### src/rtl/seq_frame_tx.sv
// Serial frame transmitter: sends sync word 11101, then the payload MSB-first.
// A zero is stuffed into the payload so that 11101 appears on the line only as a sync word.
module seq_frame_tx #(
  parameter int DATA_W    = 8,
  parameter int STUFF_RUN = 2
) (
  input  logic              clock,
  input  logic              reset,
  input  logic [DATA_W-1:0] datain,
  input  logic              start,
  output logic              ready,
  output logic              dataout,
  output logic              busy,
  output logic              stuff,
  output logic              frame_done
);

  localparam int          CNT_W  = $clog2(DATA_W + 1);
  localparam logic [4:0]  SYNC_W = 5'b11101;
  localparam logic [1:0]  RUN_LIM = 2'(STUFF_RUN);

  // The state names the kind of bit that is on dataout right now.
  typedef enum logic [1:0] {IDLE, SYNC, DATA, STUFF} state_t;

  state_t            state_q;
  logic [DATA_W-1:0] sh_q;
  logic [CNT_W-1:0]  left_q;
  logic [2:0]        sidx_q;
  logic [1:0]        run_q;
  logic              dout_q;
  logic              busy_q;
  logic              stuff_q;
  logic              done_q;

  logic go_payload;
  logic go_stuff;
  logic go_idle;

  // After the bit on the line: a payload bit follows unless the run limit is hit
  // or the payload is exhausted. The last payload bit is never followed by a stuff.
  always_comb begin
    go_payload = 1'b0;
    go_stuff   = 1'b0;
    go_idle    = 1'b0;
    case (state_q)
      SYNC:    go_payload = (sidx_q == 3'd4);
      STUFF:   go_payload = 1'b1;
      DATA: begin
        if (left_q == '0)          go_idle    = 1'b1;
        else if (run_q >= RUN_LIM) go_stuff   = 1'b1;
        else                       go_payload = 1'b1;
      end
      default: ;
    endcase
  end

  always_ff @(posedge clock or posedge reset) begin
    if (reset) begin
      state_q <= IDLE;
      sh_q    <= '0;
      left_q  <= '0;
      sidx_q  <= '0;
      run_q   <= '0;
      dout_q  <= 1'b0;
      busy_q  <= 1'b0;
      stuff_q <= 1'b0;
      done_q  <= 1'b0;
    end else begin
      stuff_q <= 1'b0;
      done_q  <= 1'b0;
      if (go_payload) begin
        state_q <= DATA;
        dout_q  <= sh_q[DATA_W-1];
        sh_q    <= sh_q << 1;
        left_q  <= left_q - 1'b1;
        run_q   <= sh_q[DATA_W-1] ? run_q + 2'd1 : 2'd0;
        done_q  <= (left_q == CNT_W'(1));
        busy_q  <= 1'b1;
      end else if (go_stuff) begin
        state_q <= STUFF;
        dout_q  <= 1'b0;
        stuff_q <= 1'b1;
        run_q   <= 2'd0;
        busy_q  <= 1'b1;
      end else if (go_idle) begin
        state_q <= IDLE;
        dout_q  <= 1'b0;
        busy_q  <= 1'b0;
        run_q   <= 2'd0;
      end else begin
        case (state_q)
          IDLE: begin
            dout_q <= 1'b0;
            busy_q <= 1'b0;
            if (start) begin
              state_q <= SYNC;
              sh_q    <= datain;
              left_q  <= CNT_W'(DATA_W);
              sidx_q  <= 3'd0;
              run_q   <= 2'd0;
              dout_q  <= SYNC_W[4];
              busy_q  <= 1'b1;
            end
          end
          SYNC: begin
            // Run count starts at 1 only once the trailing sync 1 is on the line.
            sidx_q <= sidx_q + 3'd1;
            dout_q <= SYNC_W[3'd3 - sidx_q];
            run_q  <= (sidx_q == 3'd3) ? 2'd1 : 2'd0;
            busy_q <= 1'b1;
          end
          default: begin
            state_q <= IDLE;
            dout_q  <= 1'b0;
            busy_q  <= 1'b0;
          end
        endcase
      end
    end
  end

  assign ready      = (state_q == IDLE);
  assign dataout    = dout_q;
  assign busy       = busy_q;
  assign stuff      = stuff_q;
  assign frame_done = done_q;

endmodule

### config.mk
export PLATFORM = sky130hd
export DESIGN_NAME = seq_frame_tx
export DESIGN_NICKNAME = d
export VERILOG_FILES = /design/src/rtl/seq_frame_tx.sv
export SDC_FILE = /design/constraint.sdc
export NUM_CORES = 1
export LEC_CHECK = 0
export ABC_AREA = 1
export CELL_PAD_IN_SITES_DETAIL_PLACEMENT = 0
export CELL_PAD_IN_SITES_GLOBAL_PLACEMENT = 1
export CORE_UTILIZATION = 40
export CTS_CLUSTER_DIAMETER = 60
export DETAILED_ROUTE_END_ITERATION = 16
export PLACE_DENSITY = 0.83
export SKIP_LAST_GASP = 1
export SYNTH_ARGS = -nofsm -noshare
export SYNTH_HDL_FRONTEND = slang
export SYNTH_SLANG_ARGS = --single-unit
### constraint.sdc
create_clock -name clock -period 1.85 [get_ports clock]
set_clock_uncertainty 0.2 [all_clocks]
set_input_delay 0.37 -clock clock [delete_from_list [all_inputs] [get_ports clock]]
set_output_delay 0.37 -clock clock [all_outputs]
set_load 0.005 [all_outputs]
==> metrics.yaml <==
viasPerCell: 5.015
fin_crit_sh_pct: 93.19
ctsHoldBuffers: 0
max_freq_ghz: 0.5800
cts_tree: "yes"
antenna_found_initial: 0
finalNonFillerCells: 198
crit_buf_inv: 1
path_class: "reg2out"
place_area_um2: 1430
coreArea_um2: 2829
place.gp.congestion: 0.8051
synth_area_um2: 1224
rr_startpoint: "left_q[1]"
htree_levels: 1
die_area_um2: 3284
synthCells: 143
crit_required_ns: 1.28
slowest_delay_ns: 0.49
gr-total-overflow: 0
dr.pass1.iters: 10
power_frac_seq_pct: 39.0
via_count: 993
worst_slack_ns: 0.1259
track_usage_pct: 16.63
grt_pass1_wl_um: 4222
ant_nets: 0
cts_buffer_depth: 2
rsz0062_at_grt: "no"
syn_avg_cell_area_um2: 8.557
cts_sinks: 23
synth_fp_nets: 160
fin_nets: 185
hold_path_class: "in2async"
powerDensity_nw_per_um2: 1420
row_count: 19
pre_cts_slack_ns: 0.08620
setup_violations: 0
p_sw_uw: 861.2
areaGrowthSynthToFinish_pct: 20.35
final_area_um2: 1473
yosysUniqueCellTypes: 23
wl_um: 2335
violations: "DRC"
layout_common_cells: "nand2_1, dfrtp_1, nand3_1, inv_1, clkdlybuf4s50_1"
path_clk_slew_ns: 0.13
synth_warnings: 0
synth-seq-cells: 23
cts_buffers: 3
dr.first_iter.drc_count: 32
timing.final.crit_period_ns: 1.724
grt_pass1_vias: 960
seq_area_frac_synth_pct: 47.03
start_util_pct: 43.26
antenna_cells: 0
timing.rr.end: "sh_q[2]"
crit_arrival_ns: 1.15
crit_path_start_kind: "register"
drc_errors: 2
peakVddDrop_mv: 0.5075
clockPowerShare_pct: 11.5
drv_slew: 0
rr_worst_depth: 8
cp_max_fo: 1
port_buffers: 15
leakage_uw: 0.0007393
drive_above_1_share_pct: 14.97
drv_cap: 0
slew_headroom_pct: 79.83
tightest_slew_ns: 0.3026
layout_commonest_cell: "nand2_1"
pwr-share-comb_pct: 49.6
dp_cells: 192
dp_hpwl_um: 1735
r2r_setup_slack_ns: 0.14
drt-wirelength-per-cell_um: 11.79
crit_family: "buffers and inverters"
die_y_um: 57.31
cts_root_buf: "clkbuf_4"
crit_slowest_cell: "clkdlybuf4s50_1"
clock_latency_ns: 0.32
internal_power_uw: 1230
ios: 16
fp.dieW_um: 57.31
status: "finished, violations left"
tns_ns: 0
p_sw_share_pct: 41.19
crit_path_end_kind: "primary output"
grt_max_degree: 24
hold_viol: 0
worstPathCellList: "clkdlybuf4s50_1"
[repair_timing]
action	in CTS	in global routing
setup endpoints to repair	1	5
setup buffers	2	0
resized for setup	2	2
[worst max-delay path by stage]
stage	start	endpoint	slack, ns	cells after the start
after floorplan	left_q[0]	left_q[3]	0.35	8
after global placement	start	sidx_q[2]	0.12	7
after detailed placement	start	sidx_q[2]	0.09	7
after CTS	left_q[0]	sh_q[2]	0.1	8
after global routing	left_q[1]	sh_q[2]	0.004	8
final	dataout	dataout	0.13	1
[cell usage after synthesis, drive strengths merged]
library cell | number | share of area (%)
ha | 6 | 6.1
buf | 4 | 2.9
a21oi | 1 | 0.41
xor2 | 1 | 0.72
nor2 | 10 | 5.8
nand3 | 19 | 8.6
nand4 | 11 | 5.6
xnor2 | 1 | 0.72
inv | 21 | 6.6
nand2 | 37 | 12
o21ai | 8 | 3.3
nor3 | 1 | 0.41
dfrtp | 23 | 47
[registers in the layout, indices dropped and copies added, names as in the netlist]
register,count
busy,1
dataout,1
frame_done,1
left_q,4
run_q,2
sh_q,8
sidx_q,3
state_q,2
stuff,1
[layer usage]
layer	global-route usage, %	up-vias	wire [um]
li1	-	512	-
met1	23.87	459	1158
met2	25.38	17	1073
met3	2.041	5	59
met4	7.317	0	43
met5	0	-	0
[metrics by stage]
stage	utilization [%]	hold WS, ns	total power [uW]
6_report	52.06	0.1755	2091
5_1_grt	52.06	0.2055	2299
4_1_cts	51.97	0.1714	2116
3_5_place_dp	50.55	0.2893	1844
3_3_place_gp	50.55	0.2783	1810
2_1_floorplan	-	0.1719	1546
[power groups by stage]
stage | clock network [uW] | registers, uW | logic, uW
floorplan | 0 | 807 | 739
global placement | 0 | 820 | 990
detailed placement | 0 | 831 | 1010
CTS | 254 | 815 | 1050
global route | 268 | 840 | 1190
finish | 240 | 815 | 1040
[logic make-up (layout without fill, tap and decap cells)]
kind of cell	Yosys count	after routing	share of synthesized area [%]
simple gates	78	78	32.21
buf+inv	25	49	9.509
flops	23	23	47.03
compound gates	9	9	3.681
fa+ha+maj	6	6	6.135
xor+xnor	2	2	1.432
[final cells by class]
class                           count  area, um2
Inverter                           21      81.33
Tap cell                           31      38.79
Sequential cell                    23      575.6
Timing Repair Buffer               24      216.5
Multi-Input combinational cell     95      534.3
Clock buffer                        4      26.28
Fill cell                         271       1356
Note: power is estimated with default switching activity, not from simulation.
